`src/rtl/stream_router_pkg.sv`:
```
`timescale 1ns/1ps
// stream_router_pkg
// Shared definitions for the stream router and its per-port FIFOs:
//   addr_w()          - width of the destination address for a given port count
//   ptr_w()           - FIFO pointer width for a given (power of 2) depth
//   DEFAULT_PTR_W     - pointer width for the default FIFO depth
//   fifo_status_t     - per-port FIFO status {full, empty}
package stream_router_pkg;

  // At least one address bit, even for a 2-port router.
  function automatic int addr_w(input int num_ports);
    return (num_ports <= 2) ? 1 : $clog2(num_ports);
  endfunction

  function automatic int ptr_w(input int depth);
    return (depth <= 2) ? 1 : $clog2(depth);
  endfunction

  localparam int DEFAULT_FIFO_DEPTH = 4;
  localparam int DEFAULT_PTR_W      = ptr_w(DEFAULT_FIFO_DEPTH);

  typedef struct packed {
    logic full;
    logic empty;
  } fifo_status_t;

endpackage

```
`src/rtl/router_fifo.sv`:
```
`timescale 1ns/1ps
// router_fifo
// Single-clock synchronous FIFO holding the words queued for one output port.
// The head word is presented combinationally on rdata, so a word pushed at
// edge N is visible right after edge N.
// Ports:
//   clk, reset  - clock and synchronous active-high reset (empties the FIFO)
//   push, wdata - write request and data; ignored while full
//   pop         - read request; ignored while empty
//   rdata       - head word (contents undefined while empty)
//   full, empty - status from registered count only
module router_fifo
  import stream_router_pkg::*;
#(
  parameter int DATA_WIDTH = 32,
  parameter int FIFO_DEPTH = 4
) (
  input  logic                  clk,
  input  logic                  reset,
  input  logic                  push,
  input  logic                  pop,
  input  logic [DATA_WIDTH-1:0] wdata,
  output logic [DATA_WIDTH-1:0] rdata,
  output logic                  full,
  output logic                  empty
);

  localparam int PTR_W = ptr_w(FIFO_DEPTH);
  localparam int CNT_W = PTR_W + 1;

  logic [DATA_WIDTH-1:0] mem_q [FIFO_DEPTH];
  logic [PTR_W-1:0]      wr_ptr_q, wr_ptr_d;
  logic [PTR_W-1:0]      rd_ptr_q, rd_ptr_d;
  logic [CNT_W-1:0]      count_q, count_d;
  logic                  do_push, do_pop;

  always_comb begin
    full     = (count_q == CNT_W'(FIFO_DEPTH));
    empty    = (count_q == '0);
    // No bypass: a push into a full FIFO is refused even if it pops this cycle.
    do_push  = push && !full;
    do_pop   = pop && !empty;
    wr_ptr_d = wr_ptr_q;
    rd_ptr_d = rd_ptr_q;
    if (do_push) wr_ptr_d = wr_ptr_q + PTR_W'(1);
    if (do_pop)  rd_ptr_d = rd_ptr_q + PTR_W'(1);
    case ({do_push, do_pop})
      2'b10:   count_d = count_q + CNT_W'(1);
      2'b01:   count_d = count_q - CNT_W'(1);
      default: count_d = count_q;
    endcase
  end

  always_ff @(posedge clk) begin
    if (reset) begin
      wr_ptr_q <= '0;
      rd_ptr_q <= '0;
      count_q  <= '0;
    end else begin
      wr_ptr_q <= wr_ptr_d;
      rd_ptr_q <= rd_ptr_d;
      count_q  <= count_d;
    end
  end

  // Storage is not reset; the count decides what is valid.
  always_ff @(posedge clk) begin
    if (!reset && do_push) mem_q[wr_ptr_q] <= wdata;
  end

  assign rdata = mem_q[rd_ptr_q];

endmodule

```
`src/rtl/stream_router.sv`:
```
`timescale 1ns/1ps
// stream_router
// Routes one valid/ready input stream to NUM_PORTS output streams, each with
// its own FIFO, so a stalled consumer only blocks traffic addressed to it.
// Ports:
//   clk, reset            - clock, synchronous active-high reset
//   din, din_valid        - input word and its valid
//   din_ready             - input can be accepted (from FIFO state only)
//   addr, bcast           - destination port, or all ports when bcast is high
//   dout, dout_valid      - flattened per-port head word (0 when empty), valid
//   dout_ready            - per-port consumer ready
//   addr_err              - sticky: an out-of-range unicast word was accepted
module stream_router
  import stream_router_pkg::*;
#(
  parameter int DATA_WIDTH = 32,
  parameter int NUM_PORTS  = 4,
  parameter int FIFO_DEPTH = 4,
  localparam int ADDR_W    = addr_w(NUM_PORTS)
) (
  input  logic                            clk,
  input  logic                            reset,
  input  logic [DATA_WIDTH-1:0]           din,
  input  logic                            din_valid,
  output logic                            din_ready,
  input  logic [ADDR_W-1:0]               addr,
  input  logic                            bcast,
  output logic [NUM_PORTS*DATA_WIDTH-1:0] dout,
  output logic [NUM_PORTS-1:0]            dout_valid,
  input  logic [NUM_PORTS-1:0]            dout_ready,
  output logic                            addr_err
);

  logic [NUM_PORTS-1:0]  full_vec, empty_vec, hit, push, pop;
  logic [DATA_WIDTH-1:0] rdata [NUM_PORTS];
  fifo_status_t          stat  [NUM_PORTS];
  logic                  addr_ok, any_full, sel_full, accept;
  logic                  addr_err_q, addr_err_d;

  // When the port count fills the address space every address is legal;
  // skipping the compare avoids a constant comparison.
  generate
    if (NUM_PORTS == (1 << ADDR_W)) begin : g_addr_full
      assign addr_ok = 1'b1;
    end else begin : g_addr_part
      assign addr_ok = (addr < ADDR_W'(NUM_PORTS));
    end
  endgenerate

  genvar gi;
  generate
    for (gi = 0; gi < NUM_PORTS; gi++) begin : g_port
      assign hit[gi] = (addr == ADDR_W'(gi));

      router_fifo #(
        .DATA_WIDTH (DATA_WIDTH),
        .FIFO_DEPTH (FIFO_DEPTH)
      ) u_fifo (
        .clk   (clk),
        .reset (reset),
        .push  (push[gi]),
        .pop   (pop[gi]),
        .wdata (din),
        .rdata (rdata[gi]),
        .full  (full_vec[gi]),
        .empty (empty_vec[gi])
      );

      assign pop[gi]        = dout_ready[gi] && !empty_vec[gi];
      assign dout_valid[gi] = !empty_vec[gi];
      // Empty ports read as zero, like unselected outputs of the old router.
      assign dout[gi*DATA_WIDTH +: DATA_WIDTH] = empty_vec[gi] ? '0 : rdata[gi];
    end
  endgenerate

  always_comb begin
    for (int i = 0; i < NUM_PORTS; i++) begin
      stat[i] = '{full: full_vec[i], empty: empty_vec[i]};
    end
  end

  always_comb begin
    any_full = 1'b0;
    sel_full = 1'b0;
    for (int i = 0; i < NUM_PORTS; i++) begin
      any_full |= stat[i].full;
      if (hit[i]) sel_full |= stat[i].full;
    end

    // Broadcast waits until every FIFO has room, so delivery is all-or-none.
    // Out-of-range unicast words are always taken and dropped.
    if (bcast)         din_ready = !any_full;
    else if (!addr_ok) din_ready = 1'b1;
    else               din_ready = !sel_full;

    accept = din_valid && din_ready;
    for (int i = 0; i < NUM_PORTS; i++) begin
      push[i] = accept && (bcast || hit[i]);
    end

    addr_err_d = addr_err_q || (accept && !bcast && !addr_ok);
  end

  always_ff @(posedge clk) begin
    if (reset) addr_err_q <= 1'b0;
    else       addr_err_q <= addr_err_d;
  end

  assign addr_err = addr_err_q;

endmodule

```
`config.mk`:
```
export PLATFORM = sky130hd
export DESIGN_NAME = stream_router
export DESIGN_NICKNAME = d
export VERILOG_FILES = /design/src/rtl/stream_router_pkg.sv /design/src/rtl/router_fifo.sv /design/src/rtl/stream_router.sv
export SDC_FILE = /design/constraint.sdc
export NUM_CORES = 1
export LEC_CHECK = 0
export ABC_AREA = 1
export ABC_CLOCK_PERIOD_IN_PS = 6400
export BUFFER_PORTS_ARGS = -buffer_cell sky130_fd_sc_hd__buf_2
export CORE_ASPECT_RATIO = 0.6
export CORE_MARGIN = 5
export CORE_UTILIZATION = 64
export DETAILED_ROUTE_END_ITERATION = 12
export GPL_TIMING_DRIVEN = 0
export MAX_ROUTING_LAYER = met4
export PLACE_DENSITY = 0.88
export SYNTH_ARGS = -nofsm -noshare
export SYNTH_HDL_FRONTEND = slang
export SYNTH_SLANG_ARGS = --single-unit
```
`constraint.sdc`:
```
create_clock -name clk -period 6.4 [get_ports clk]
set_input_delay 0.32 -clock clk [delete_from_list [all_inputs] [get_ports clk]]
set_output_delay 0.32 -clock clk [all_outputs]
set_load 0.05 [all_outputs]
```
[Yosys cells after proc, flatten, opt, wreduce, memory -nomap -nowiden]
Memory sizes are Yosys's and may differ from the RTL's. A register that Yosys moved wholly into a read port is not among the register bits.
Cells that the tools add are included.
Word-level totals
  register bits after elaboration: 28
  memory bits (writable): 512
  bits of input ports: 42
  output and inout port bits: 134
  logic and storage cells: 127
  memories: 4
Cells by class
  add/sub/neg operators: 16
  equal/unequal tests: 15
  mux-type cells: 29
  bitwise gates (word level): 6
  reduce and logical (&&, ||, !) cells: 45
Memory list
  g_port[0].u_fifo.mem_q: words 4, width 32, rd ports 1, clocked after memory_dff 1, wr ports 1, RTL line router_fifo.sv:31  | logic [DATA_WIDTH-1:0] mem_q [FIFO_DEPTH];
  g_port[1].u_fifo.mem_q: words 4, width 32, rd ports 1, clocked after memory_dff 1, wr ports 1, RTL line router_fifo.sv:31
  g_port[2].u_fifo.mem_q: words 4, width 32, rd ports 1, clocked after memory_dff 1, wr ports 1, RTL line router_fifo.sv:31
  g_port[3].u_fifo.mem_q: words 4, width 32, rd ports 1, clocked after memory_dff 1, wr ports 1, RTL line router_fifo.sv:31
Operator list (count)
  32-bit two-way mux: 4
  3-bit one-hot mux with 2 select lines: 4
  1-bit logical AND: 21
  2-bit by 1-bit adder with 2-bit output (second input constant): 8
  2-bit two-way mux: 8
  1-bit two-way mux: 13
  3-bit by 1-bit adder with 3-bit output (second input constant): 4
  2-bit equality test (second input constant): 6
  3-bit equality test (second input constant): 4
  3-bit zero test: 4
  3-bit by 1-bit subtractor with 3-bit output (second input constant): 4
  1-bit zero test: 11
  2-bit by 1-bit equality test with 1-bit output (second input constant): 5
  2-bit nonzero test: 4
  1-bit OR: 6
  1-bit logical OR: 4
  2-bit zero test: 1

[Longest topological paths before layout]
Gate-level depths: netlist (run 1).
  word-level depth: 16
  mapped depth: 14
  gate-level depth less buffers: 14

[Cells and area by module]
From an unflattened synthesis (run 1), not the netlist that was laid out.
Second synthesis, totals
  cell total of the unflattened synthesis: 1851
  area, all modules: 22415.2 µm²
By module, submodules not included
  router_fifo: times used 4, cells an instance 384, area an instance 5292.6 µm², sequential area each 4023.9 µm²
  stream_router: times used 1, cells an instance 315, area an instance 1244.9 µm², sequential area each 0.0 µm²

[Least setup slack after synthesis (run 1)]
No wires, ideal clock.
  path type: input -> register
  start point: input bcast
  end point: memory g_port[0].u_fifo.mem_q[0][0] (enable)
  setup time: 0.421 ns
  data arrival time: 2.408 ns
  data required time: 5.979 ns
  slack: 3.571 ns
  stages on the path: 7
  path buffers: 0
  path through: inv_2 > nand2_2 > nand3_1 > nand2_2 > nor2_8 > nand4_1 > nor2_1
Between the ends
  word-level cells in the longest chain between the ends: 7
  elaborated cells between the ends (all ways): 8
  classes of those cells: mux (3); reduce/logical (5)
RTL lines
  start, declared: RTL line stream_router.sv:27  | input logic bcast,
  1-bit two-way mux: RTL line stream_router.sv:92  | if (bcast) din_ready = !any_full;
  1-bit logical AND: RTL line stream_router.sv:96  | accept = din_valid && din_ready;
  1-bit logical AND *: RTL line stream_router.sv:98  | push[i] = accept && (bcast || hit[i]);
  1-bit logical AND *: RTL line router_fifo.sv:41  | do_push = push && !full;
  1-bit logical AND *: RTL line router_fifo.sv:68  | if (!reset && do_push) mem_q[wr_ptr_q] <= wdata;
  1-bit two-way mux *: RTL line router_fifo.sv:68
  1-bit two-way mux (not written as such) *: RTL line router_fifo.sv:68
  end, declared: RTL line router_fifo.sv:31
Mark *: on every way between the ends. The rest lies on a longest branch, timed or not.

[Worst setup path in the final report (run 1)]
  start point: input reset
  end point: memory g_port[0].u_fifo.mem_q[0][7] (enable)
Between the ends
  word-level cells in the longest chain between the ends: 4
RTL lines
  start, declared: RTL line stream_router.sv:22  | input logic reset,
  1-bit zero test: RTL line router_fifo.sv:68
  1-bit logical AND: RTL line router_fifo.sv:68
  1-bit two-way mux: RTL line router_fifo.sv:68
  1-bit two-way mux (not written as such): RTL line router_fifo.sv:68
Every way passes these cells.

==> flow_metrics.tcl, run 1 <==
set metrics [dict create \
    cts_buffers 47 \
    min_period_over_period_pct 47.8 \
    die_w_um 248 \
    critPathRequiredTime_ns 6.57 \
    drt_iter0_drc 1923 \
    post_drt_wl_per_cell_um 21.7 \
    grt_pass1_vias 14600 \
    rsz0062_at_grt "false" \
    clock-sinks 548 \
    syn-num-nets 1855 \
    final_max_slew_viol_count 0 \
    io_pins 176 \
    placed_cells 2425 \
    ys_warn_count 0 \
    instances_no_fill 2510 \
    synth_edf_count 512 \
    die_y_um 153 \
    place.gp.congestion 0.958 \
    wl_um 54600 \
    min_from "dout_ready[3]" \
    worst_setup_path_start_kind "input pin" \
    arrival_ns 3.23 \
    ctsHoldBuffers 1 \
    end_kind "flop" \
    drtPass1Iterations 6 \
    post_cts_buffers 0 \
    insertedDiodeCount 0 \
    cts_tree "done" \
    antenna_left 0 \
    outcome "finished clean" \
    p_comb_share_pct 40.4 \
    synth_area_leaders "edfxtp_1, nor2_1, o21ai_0" \
    stdcell_area_sq_mm 0.0249 \
    drive_above_1_share_pct 14.2 \
    grt-ovfl-total 0 \
    crit_path_max_fanout 32 \
    irDropWorstVdd_mv 0.502 \
    post_synth_num_cell_types 28 \
    p_int_mw 6.72 \
    switchingPower_mw 5.19 \
    timing.rr.start "g_port[3].u_fifo.count_q[0]" \
    period_minus_slack_ns 3.06 \
    leakage_nw 8.88 \
    cts.path.max_buffers 3 \
    cap_violations 0 \
    synthCells 1789 \
    ys_ff_latch 548 \
    hold_class "input pin to flop" \
    dpl.hpwl_um 35400 \
    slew_headroom_pct 32.6 \
    syn2layout_area_growth_pct 14.6 \
    startpoint "reset" \
    io_buffers 173 \
    grt_pass1_wl_um 82400 \
    fin_nets 2082 \
    tightest_slew_ns 1.01 \
    placed_cell_area_sq_mm 0.0233 \
    cts_resized 0 \
    initial_core_util_pct 64.6 \
    fp.dieArea_sq_mm 0.0378 \
    synthArstFlopShare_pct 0 \
    htree_num_levels 2 \
    synth_top_area_share_pct 70.9 \
    synth_commonest_cells "nor2_1, edfxtp_1, o21ai_0, a21oi_1, inv_1" \
    design.core.area_sq_mm 0.0336 \
    synth_most_common_cell "nor2_1" \
    setup_tns_ns 0 \
    track_usage_pct 29.3 \
    clock_tree.root_cell "clkbuf_16" \
    synth_flop_cell "edfxtp_1" \
    p_clk_share_pct 24.1 \
    cellPowerDensity_mw_per_mm2 480 \
    critical_path_class "input pin to flop" \
    avgSynthCellArea_sq_um 12.1 \
    clock_skew_ns 0.0145 \
    switching_share_pct 43.6 \
    drc 0 \
    antenna_found_initial 0 \
    synth_top_cell_by_area "edfxtp_1" \
    fp-row-count 52 \
    synth.yosys.seq_area_share_pct 74.2 \
    clk_pin_slew_ns 0.07 \
    finalSetupViolations 0 \
    synth_area_sq_mm 0.0217 \
    clock_latency_ns 0.56 \
    vias 14900 \
    seqPwrFrac_pct 35.5 \
    hold_viol_final 0 \
    grt_max_degree 33 \
    vias_per_cell 5.93 \
    max_freq_mhz 327 \
]
-- area by class of cell --
class / count / area, sq um
Buffer: 99 / 404
Clock buffer: 66 / 1320
Clock inverter: 18 / 209
Fill cell: 2071 / 8720
Inverter: 78 / 293
Multi-Input combinational cell: 1064 / 5010
Sequential cell: 548 / 16100
Tap cell: 459 / 574
Timing Repair Buffer: 178 / 951
-- state kept, by name, summed over array words and instances, names as in the netlist, named ones only --
signal / cells
g_port.u_fifo.count_q: 12
g_port.u_fifo.mem_q: 512
g_port.u_fifo.rd_ptr_q: 8
g_port.u_fifo.wr_ptr_q: 8
-- worst paths after layout --
check | end | slack [ns] | cells past startpoint
worst max-delay path | g_port[0].u_fifo.mem_q[0][7] | 3.34 | 6
worst min-delay path | flop | 0.19 | 4
worst max register to register | g_port[0].u_fifo.mem_q[0][7] | 3.62 | 6
worst min register to register | flop | 0.47 | 2
-- power by group through the flow --
stage | Sequential [mW] | Combinational [mW] | Clock, mW
2_1_floorplan | 4.29 | 3.40 | 0
6_report | 4.24 | 4.81 | 2.87
4_1_cts | 4.23 | 4.78 | 2.89
3_5_place_dp | 4.31 | 4.73 | 0
5_1_grt | 4.25 | 5.09 | 3.04
3_3_place_gp | 4.30 | 4.60 | 0
-- critical path: stages --
cell and delay, ns:
dlygate4sd3_1 0.53, buf_2 0.14, inv_1 0.08, clkbuf_1 0.60, nand4_1 0.58, nor2_4 0.95
-- logic make-up after synthesis --
kind of cell / count (synthesis) / synth area share [%]
AO/OA/AOI/OAI: 432 / 9.98
other: 1 / 0.0173
flip-flops: 548 / 74.2
buffers and inverters: 177 / 3.21
AND/OR/NAND/NOR: 607 / 11.1
adder cells (fa/ha/maj): 24 / 1.52
-- through the flow --
stage	utilization [%]	setup slack [ns]	power [mW]	hold WS [ns]
floorplan	-	3.57	7.68	0.392
global placement	68.9	2.25	8.90	0.437
detailed placement	69.4	3.38	9.04	0.458
CTS	74.0	3.38	11.9	0.168
global route	74.0	3.29	12.4	0.187
finish	74.0	3.34	11.9	0.186
-- layer usage --
layer	GRT usage [%]	up-vias	part of all wire [%]
met5	-	-	0
met4	10.9	0	3.8
met3	6.07	138	12
met2	44.5	976	46
met1	40.0	7078	38
li1	-	6695	-
-- layout by cell type (no fill, tap or decap), types with 5 or more instances in the layout --
cell       count
clkbuf_16     49
clkinv_1      11
nor2_1       536
nor2_4        15
o21ai_0      273
nand4_1       11
edfxtp_1     512
clkbuf_1      81
clkinv_2       5
inv_1         72
bufinv_16      5
buf_1         13
nand2_2        5
nand2_1       29
buf_2        190
a21oi_1      154
dfxtp_1       36
ha_1          20
No activity file was read; power rests on OpenSTA's default activity.
==> run 2, diff against run 1 <==
--- a/config.mk
+++ b/config.mk
@@ -6,15 +6,15 @@
 export NUM_CORES = 1
 export LEC_CHECK = 0
 export ABC_AREA = 1
-export ABC_CLOCK_PERIOD_IN_PS = 6400
+export ABC_CLOCK_PERIOD_IN_PS = 3100
 export BUFFER_PORTS_ARGS = -buffer_cell sky130_fd_sc_hd__buf_2
 export CORE_ASPECT_RATIO = 0.6
 export CORE_MARGIN = 5
-export CORE_UTILIZATION = 64
+export CORE_UTILIZATION = 60
 export DETAILED_ROUTE_END_ITERATION = 12
 export GPL_TIMING_DRIVEN = 0
 export MAX_ROUTING_LAYER = met4
-export PLACE_DENSITY = 0.88
+export PLACE_DENSITY = 0.84
 export SYNTH_ARGS = -nofsm -noshare
 export SYNTH_HDL_FRONTEND = slang
 export SYNTH_SLANG_ARGS = --single-unit
==> constraint.sdc (replaced) <==
create_clock -name clk -period 3.1 [get_ports clk]
set_input_delay 0.155 -clock clk [delete_from_list [all_inputs] [get_ports clk]]
set_output_delay 0.155 -clock clk [all_outputs]
set_load 0.05 [all_outputs]
==> flow_metrics.tcl, run 2 (same netlist as run 1, synthesis figures left out) <==
set metrics [dict create \
    outcome "finished clean" \
    slew_headroom_pct 31.5 \
    final_cell_mix "nor2_1, edfxtp_1, o21ai_0" \
    cts_resized 0 \
    r2r_slack_ns 0.42 \
    utilization_pct 70.2 \
    irDropWorstVdd_mv 1.04 \
    dp_slack_ns 0.371 \
    track_usage_pct 27.1 \
    clk_pin_slew_ns 0.07 \
    crit_path_max_fanout 10 \
    drive_above_1_share_pct 14.0 \
    worst_slack_ns 0.277 \
    cpMostUsedCell "clkbuf_1" \
    min_from "din[23]" \
    final_common_cell "nor2_1" \
    period_minus_slack_ns 2.82 \
    die_w_um 255 \
    grt-ovfl-total 0 \
    clock_skew_ns 0.0131 \
    crit_family "buffers and inverters" \
    fp-row-count 53 \
    die_y_um 157 \
    clock-sinks 548 \
    critPathRequiredTime_ns 2.94 \
    place.gp.congestion 0.922 \
    min_path_cells 1 \
    grt_max_degree 33 \
    initial_core_util_pct 61.4 \
    drc 0 \
    finalSetupViolations 0 \
    rr_worst_depth 8 \
    leakage_nw 8.85 \
    worstPathCellList "clkbuf_1 -> inv_1 -> clkbuf_1 -> nor2_1 -> o21ai_0 -> a21oi_1 -> buf_2" \
    cellPowerDensity_mw_per_mm2 980 \
    vias_per_cell 5.83 \
    rsz0062_at_grt "false" \
    end_kind "primary output" \
    worst_setup_path_start_kind "flop" \
    io_pins 176 \
    total_power_mw 24.3 \
    clock_latency_ns 0.57 \
    grt_pass1_vias 14400 \
    cts_tree "done" \
    antenna_found_initial 0 \
    drt_iter0_drc 2002 \
    post_drt_wl_per_cell_um 21.4 \
    htree_num_levels 2 \
    cp_slowest_stage_delay_ns 0.34 \
    critical-path-slowest-cell "clkbuf_1" \
    syn2layout_area_growth_pct 14.3 \
    top_register "g_port.u_fifo.mem_q" \
    antenna_left 0 \
    largest_reg_flops 512 \
    design.core.area_sq_mm 0.0353 \
    final_max_slew_viol_count 0 \
    cap_violations 0 \
    hold_class "input pin to flop" \
    holdPathEnd "g_port[3].u_fifo.mem_q[1][23]" \
    tightest_slew_ns 1.03 \
    drtPass1Iterations 5 \
    dpl.hpwl_um 35900 \
    reg_top3 "g_port.u_fifo.mem_q: 512 flops, g_port.u_fifo.count_q: 12 flops" \
    cts.path.max_buffers 3 \
    cts_buffers 46 \
    critical_path_class "flop to primary output" \
    fin_nets 2083 \
    arrival_ns 2.67 \
    clock_tree.root_cell "clkbuf_16" \
    vias 14700 \
    nFillCells 2343 \
    hold_viol_final 0 \
    max_freq_mhz 354 \
    fp.dieArea_sq_mm 0.0402 \
    instances_no_fill 2521 \
    io_buffers 173 \
    placed_cells 2433 \
    min_period_over_period_pct 91.1 \
    wl_um 53800 \
    path_buf_inv 4 \
    grt_pass1_wl_um 81200 \
    path_depth 7 \
    timing.rr.start "g_port[2].u_fifo.count_q[0]" \
    reg2reg_to "g_port[1].u_fifo.mem_q[1][20]" \
]
## run 2: worst max-delay path by stage
stage | slack [ns] | to | from
floorplan | 0.34 | g_port[0].u_fifo.mem_q[0][0] | g_port[1].u_fifo.count_q[1]
global placement | -0.79 | g_port[0].u_fifo.mem_q[1][16] | reset
detailed placement | 0.37 | g_port[2].u_fifo.mem_q[3][14] | reset
CTS | 0.32 | dout[75] | flop
global route | 0.10 | dout[75] | flop
finish | 0.28 | dout[119] | flop
## run 2: per-layer routing
layer,vias to the layer above,track usage [%],part of all wire [%]
met4,0,9.50,3.8
met2,852,41.7,45
li1,6718,-,-
met5,-,-,0
met1,7005,37.6,40
met3,128,4.65,11
## run 2: metrics by stage
stage | cell area [sq um] | hold slack [ns] | setup TNS [ns]
finish | 24800 | 0.0226 | 0
global route | 24800 | 0.0120 | 0
CTS | 24800 | 0.0000269 | 0
detailed placement | 23300 | 0.365 | 0
global placement | 23100 | 0.363 | -223.79
floorplan | 21700 | 0.227 | 0
## run 2: area by class of cell
| class | count | area (sq um) | share of cell area, % |
|---|---|---|---|
| clock buffer | 65 | 1300 | 5.23 |
| multi-input combinational | 1064 | 5010 | 20.2 |
| antenna | 1 | 2.50 | 0.0101 |
| sequential | 548 | 16100 | 64.9 |
| timing repair buffer | 180 | 983 | 3.96 |
| clock inverter | 19 | 135 | 0.545 |
| inverter | 78 | 293 | 1.18 |
| buffer | 99 | 404 | 1.63 |
| tap | 467 | 584 | 2.36 |
## run 2: report_power, final
part	switching (mW)	leakage (nW)	internal, mW
clock	2.55	0.696	3.08
combinational	8.01	3.23	1.94
sequential	0.175	4.92	8.56
total	10.7	8.85	13.6
## run 2: what timing repair did
action / CTS / global route
buffers inserted: 0 / 0
hold buffers: 3 / 0
endpoints found under the hold margin: 6 / 0
